### src/rtl/ldl_shift_ring_arb.sv
// ldl_shift_ring_arb: round-robin arbiter in front of a single ring-rotation
// datapath. One command is accepted, rotated and returned at a time; the
// response carries the index of the requester that issued it.
module ldl_shift_ring_arb #(
    parameter int WIDTH = 8,
    parameter int NREQ  = 4,
    localparam int SW = $clog2(WIDTH),
    localparam int IW = $clog2(NREQ)
) (
    input  logic                  clk,
    input  logic                  rst,
    input  logic [NREQ-1:0]       req_valid,
    output logic [NREQ-1:0]       req_ready,
    input  logic [NREQ-1:0]       req_dir,
    input  logic [NREQ*SW-1:0]    req_step,
    input  logic [NREQ*WIDTH-1:0] req_x,
    output logic                  rsp_valid,
    input  logic                  rsp_ready,
    output logic [IW-1:0]         rsp_id,
    output logic [WIDTH-1:0]      rsp_y
);

    typedef enum logic [1:0] {
        IDLE = 2'd0,
        CALC = 2'd1,
        RESP = 2'd2
    } state_t;

    state_t            state_q, state_d;
    logic [IW-1:0]     last_id_q, last_id_d;
    logic              op_dir_q, op_dir_d;
    logic [SW-1:0]     op_step_q, op_step_d;
    logic [WIDTH-1:0]  op_x_q, op_x_d;
    logic [IW-1:0]     op_id_q, op_id_d;
    logic              rsp_valid_q, rsp_valid_d;
    logic [IW-1:0]     rsp_id_q, rsp_id_d;
    logic [WIDTH-1:0]  rsp_y_q, rsp_y_d;

    logic              grant_found;
    logic [IW-1:0]     grant_idx;
    logic [31:0]       amt;
    logic [31:0]       rshift;
    logic [2*WIDTH-1:0] dbl_x;
    logic [WIDTH-1:0]  rot_y;

    // Per-requester views of the packed operand buses.
    logic [SW-1:0]     step_arr [NREQ];
    logic [WIDTH-1:0]  x_arr    [NREQ];

    generate
        for (genvar gi = 0; gi < NREQ; gi++) begin : g_unpack
            assign step_arr[gi] = req_step[gi*SW +: SW];
            assign x_arr[gi]    = req_x[gi*WIDTH +: WIDTH];
        end
    endgenerate

    // Round-robin search: first valid requester after the last winner, wrapping.
    always_comb begin
        grant_found = 1'b0;
        grant_idx   = '0;
        for (int k = 1; k <= NREQ; k++) begin
            if (!grant_found && req_valid[IW'((int'(last_id_q) + k) % NREQ)]) begin
                grant_found = 1'b1;
                grant_idx   = IW'((int'(last_id_q) + k) % NREQ);
            end
        end
    end

    // Ready is offered only in IDLE, to the winner alone, and never during reset.
    always_comb begin
        req_ready = '0;
        if (state_q == IDLE && grant_found && !rst) begin
            req_ready[grant_idx] = 1'b1;
        end
    end

    // Rotator: a left rotate is expressed as the complementary right rotate,
    // and the doubled operand lets a plain shift wrap for any WIDTH.
    always_comb begin
        amt    = 32'(op_step_q) % 32'(WIDTH);
        rshift = op_dir_q ? ((32'(WIDTH) - amt) % 32'(WIDTH)) : amt;
        dbl_x  = {op_x_q, op_x_q};
        rot_y  = WIDTH'(dbl_x >> rshift);
    end

    // Sequencer next-state: accept in IDLE, compute in CALC, hold in RESP.
    always_comb begin
        state_d     = state_q;
        last_id_d   = last_id_q;
        op_dir_d    = op_dir_q;
        op_step_d   = op_step_q;
        op_x_d      = op_x_q;
        op_id_d     = op_id_q;
        rsp_valid_d = rsp_valid_q;
        rsp_id_d    = rsp_id_q;
        rsp_y_d     = rsp_y_q;
        case (state_q)
            IDLE: begin
                if (grant_found) begin
                    op_dir_d  = req_dir[grant_idx];
                    op_step_d = step_arr[grant_idx];
                    op_x_d    = x_arr[grant_idx];
                    op_id_d   = grant_idx;
                    last_id_d = grant_idx;
                    state_d   = CALC;
                end
            end
            CALC: begin
                rsp_y_d     = rot_y;
                rsp_id_d    = op_id_q;
                rsp_valid_d = 1'b1;
                state_d     = RESP;
            end
            RESP: begin
                if (rsp_ready) begin
                    rsp_valid_d = 1'b0;
                    state_d     = IDLE;
                end
            end
            default: begin
                state_d = IDLE;
            end
        endcase
    end

    // State and operand registers; reset discards any transaction in flight.
    always_ff @(posedge clk or posedge rst) begin
        if (rst) begin
            state_q     <= IDLE;
            last_id_q   <= IW'(NREQ - 1);
            op_dir_q    <= 1'b0;
            op_step_q   <= '0;
            op_x_q      <= '0;
            op_id_q     <= '0;
            rsp_valid_q <= 1'b0;
            rsp_id_q    <= '0;
            rsp_y_q     <= '0;
        end else begin
            state_q     <= state_d;
            last_id_q   <= last_id_d;
            op_dir_q    <= op_dir_d;
            op_step_q   <= op_step_d;
            op_x_q      <= op_x_d;
            op_id_q     <= op_id_d;
            rsp_valid_q <= rsp_valid_d;
            rsp_id_q    <= rsp_id_d;
            rsp_y_q     <= rsp_y_d;
        end
    end

    assign rsp_valid = rsp_valid_q;
    assign rsp_id    = rsp_id_q;
    assign rsp_y     = rsp_y_q;

endmodule
### config.mk
export PLATFORM = sky130hd
export DESIGN_NAME = ldl_shift_ring_arb
export DESIGN_NICKNAME = d
export VERILOG_FILES = /design/src/rtl/ldl_shift_ring_arb.sv
export SDC_FILE = /design/constraint.sdc
export NUM_CORES = 1
export LEC_CHECK = 0
export BUFFER_PORTS_ARGS = -buffer_cell sky130_fd_sc_hd__buf_4
export CORE_ASPECT_RATIO = 1.5
export CORE_UTILIZATION = 44
export DETAILED_ROUTE_END_ITERATION = 7
export GPL_TIMING_DRIVEN = 0
export PLACE_DENSITY = 0.75
export SYNTH_ARGS = -nofsm -noshare
export SYNTH_HDL_FRONTEND = slang
export SYNTH_SLANG_ARGS = --single-unit
### constraint.sdc
create_clock -name clk -period 2.3 [get_ports clk]
set_input_delay 0.23 -clock clk [delete_from_list [all_inputs] [get_ports clk]]
set_output_delay 0.23 -clock clk [all_outputs]
set_load 0.01 [all_outputs]
==> results.yml <==
power_and_ir_drop:
  internal-power_mw: 1.95
  power.leakage_nw: 1.29
  switchingPower_mw: 1.33
  comb_power_share: 0.573
  p_seq_frac: 0.307
  power_density_nw_per_um2: 1290
  p_clk_frac: 0.120
  switching_share: 0.404
  irDropWorstVdd_v: 0.000710
logic_synthesis:
  synth_top_cell_area_share: 0.360
  synth.largest_area_cell: "dfrtp_1"
  async_reset_ff_frac: 1.00
  yosys.cell_count.top_type: "nand2_1"
  ys_top_cells_by_count: "nand2_1 (28), dfrtp_1 (27), mux2i_1 (25), nand3_1 (25), o221ai_1 (12)"
  synth_seq_area_share: 0.388
  netlist-cell-type-count: 35
  netlist_area_um2: 1880
  ys_ff_latch: 29
  syn-mean-instance-area_um2: 10.5
  synth_nets: 234
  synth_edf_count: 0
  synthCells: 178
  ys_warn_count: 0
  synth_area_leaders: "dfrtp_1 (36%), mux2i_1 (13%), mux4_1 (11%)"
  ys.flop_type: "dfrtp_1"
floorplanning:
  core_um2: 4030
  die_h_um: 82.0
  io_pins: 70
  die-area_um2: 4530
  die_w_um: 55.3
  start_util: 0.466
  num_rows: 28
detailed_routing:
  vias: 1682
  drc: 0
  wl_um: 4130
  drt_iter0_markers: 31
  ant_nets: 0
  firstDrtPassIters: 4
  via_per_inst: 5.59
  wl_per_cell_um: 13.7
critical_path:
  startpoint: "last_id_q[1]$_DFFE_PP1P_"
  critical_path_required_ns: 2.07
  worstPathMaxFanout: 7
  r2r_cells: 6
  startpoint_type: "flip-flop"
  criticalPathCategory: "reg -> out"
  crit_chain: "buf_2 -> mux2i_1 -> a2bb2oi_2 -> and2_1 -> nor4_1 -> buf_4"
  cp_num_buf_inv: 2
  worstSetupEndpoint: "req_ready[1]"
  crit_family: "flip-flops"
  cpMaxStageDelayCell: "dfstp_2"
  cp.depth: 6
  r2r-start: "op_step_q[0]$_DFFE_PP0P_"
  ff2ff_setup_slack_ns: 0.15
  critPathArrivalTime_ns: 1.95
  critPathMaxStageDelay_ns: 0.51
  end_kind: "primary output"
  r2r_end: "rsp_y[0]$_DFFE_PP0P_"
sta:
  final_period_minus_worst_setup_slack_ns: 2.18
  maxSlewHeadroom: 0.275
  setup_viol: 0
  fmax_mhz: 460
  worstMarginPinSlew_ns: 1.09
  report.final.slew_viol_count: 0
  timing.hold.ws_ns: 0.155
  rsz0062_at_grt: "no"
  hold_violations: 0
  period_share: 0.946
  finClkSkew_ns: 0.00711
layout:
  drive_gt1_frac: 0.363
  diodes: 0
  area_growth_syn_to_layout_pct: 36.0
  fillCellCount: 347
  stdcell_count: 301
  fin_nets: 311
global_route:
  antenna_found_initial: 0
  grt_pass1_wl_um: 6640
  grt_max_degree: 31
  grt_pass1_vias: 1537
  track_usage: 0.186
  grt-ovfl-total: 0
job:
  drv_cap: 0
clocking:
  root_buffer: "clkbuf_8"
  clock_path_buffers: 2
  clk_pin_slew_worst_paths_ns: 0.06
  numCtsBuffers: 5
  clk_latency_ns: 0.28
  cts_tree: "done"
  cts.sinks: 29
  cts_max_level: 2
run_status:
  status: "finished clean"
placement:
  gp_congestion: 0.777
  io_buffers: 69
  dp_cells: 292
  dp_hpwl_um: 3270
worst_hold_path:
  hold_class: "in -> reg"
[stage by stage]
stage               power (mW)  cell area (µm²)   util  setup WS [ns]  TNS, ns
global route              3.53             2550  0.633         0.0117        0
CTS                       3.29             2540  0.630         0.0338        0
finish                    3.28             2550  0.633          0.125        0
detailed placement        2.89             2450  0.608         -0.121   -0.436
global placement          2.83             2450  0.608        -0.0465   -0.147
floorplan                 2.36             1880      -          0.129        0
[worst min path at each step]
stage / startpoint / to / slack, ns / cells after the start
after floorplan: rst / op_dir_q$_DFFE_PP0P_ / 0.31 / 1
after global placement: rsp_ready / state_q[1]$_DFFE_PP0P_ / 0.44 / 2
after detailed placement: rsp_ready / state_q[1]$_DFFE_PP0P_ / 0.46 / 2
after CTS: rsp_ready / state_q[1]$_DFFE_PP0P_ / 0.16 / 2
after global routing: rsp_ready / state_q[1]$_DFFE_PP0P_ / 0.15 / 2
final: rsp_ready / state_q[1]$_DFFE_PP0P_ / 0.16 / 2
[layout by cell type (no fill, tap or decap), types with 2 or more instances in the layout]
cell type  Yosys  routed
mux2i_1       25      25
buf_2          3       3
buf_6          2       2
inv_1          4       4
dfstp_2        2       2
buf_4          1      72
mux4_1         8       8
nand3_1       25      25
clkbuf_1       5       5
nor2b_1        2       2
clkinv_2       0       2
a21o_1         4       4
nand2_1       28      28
a21oi_1        2       2
dfrtp_1       27      26
nand2b_1       3       3
nor2_1         4       4
o21a_1         2       2
and2_1         2       2
clkbuf_8       0       5
o221ai_1      12      12
[layout make-up]
cell class                 count  area, µm²  area share
buffer                        11       75.1      0.0294
timing repair buffer          71        533       0.209
tap                           45       56.3      0.0221
inverter                       5       18.8     0.00736
clock inverter                 2       10.0     0.00392
multi-input combinational    132       1060       0.414
sequential                    29        729       0.286
clock buffer                   6       72.6      0.0284
[power groups by stage]
stage | Combinational, mW | Clock, mW | Sequential [mW]
after floorplan | 1.39 | 0 | 0.975
after global placement | 1.85 | 0 | 0.974
after detailed placement | 1.90 | 0 | 0.992
after CTS | 1.89 | 0.397 | 1.01
after global routing | 2.07 | 0.418 | 1.04
final | 1.88 | 0.394 | 1.01
[logic make-up (layout without fill, tap and decap cells)]
kind of cell,Yosys count,after routing,synth area share
xor gates and xnor gates,2,2,0.00934
muxes,34,34,0.258
adders and majority gates,1,1,0.00667
DFF,29,29,0.388
buffers and inverters,17,95,0.0520
AOI/OAI and AO/OA,26,26,0.112
and+or+nand+nor,69,69,0.174
[metal layers]
layer,GRT usage,up-vias,wire length (µm)
li1,-,823,-
met1,0.191,797,1540
met2,0.375,56,2370
met3,0.0268,6,164
met4,0.0750,0,50
met5,0,-,0
[sequential cells by signal, summed over array words and instances (netlist names), 2 cells and up]
| signal | flops |
|---|---|
| state_q | 2 |
| op_id_q | 2 |
| rsp_y | 8 |
| op_step_q | 3 |
| rsp_id | 2 |
| last_id_q | 2 |
| op_x_q | 8 |
[repair_timing]
item	in CTS	in global routing
hold buffers	0	0
buffers inserted	1	1
gates resized for setup	0	2
endpoints found under the setup margin	6	7
pin swaps	0	3
Power figures use the tool's default switching activity.
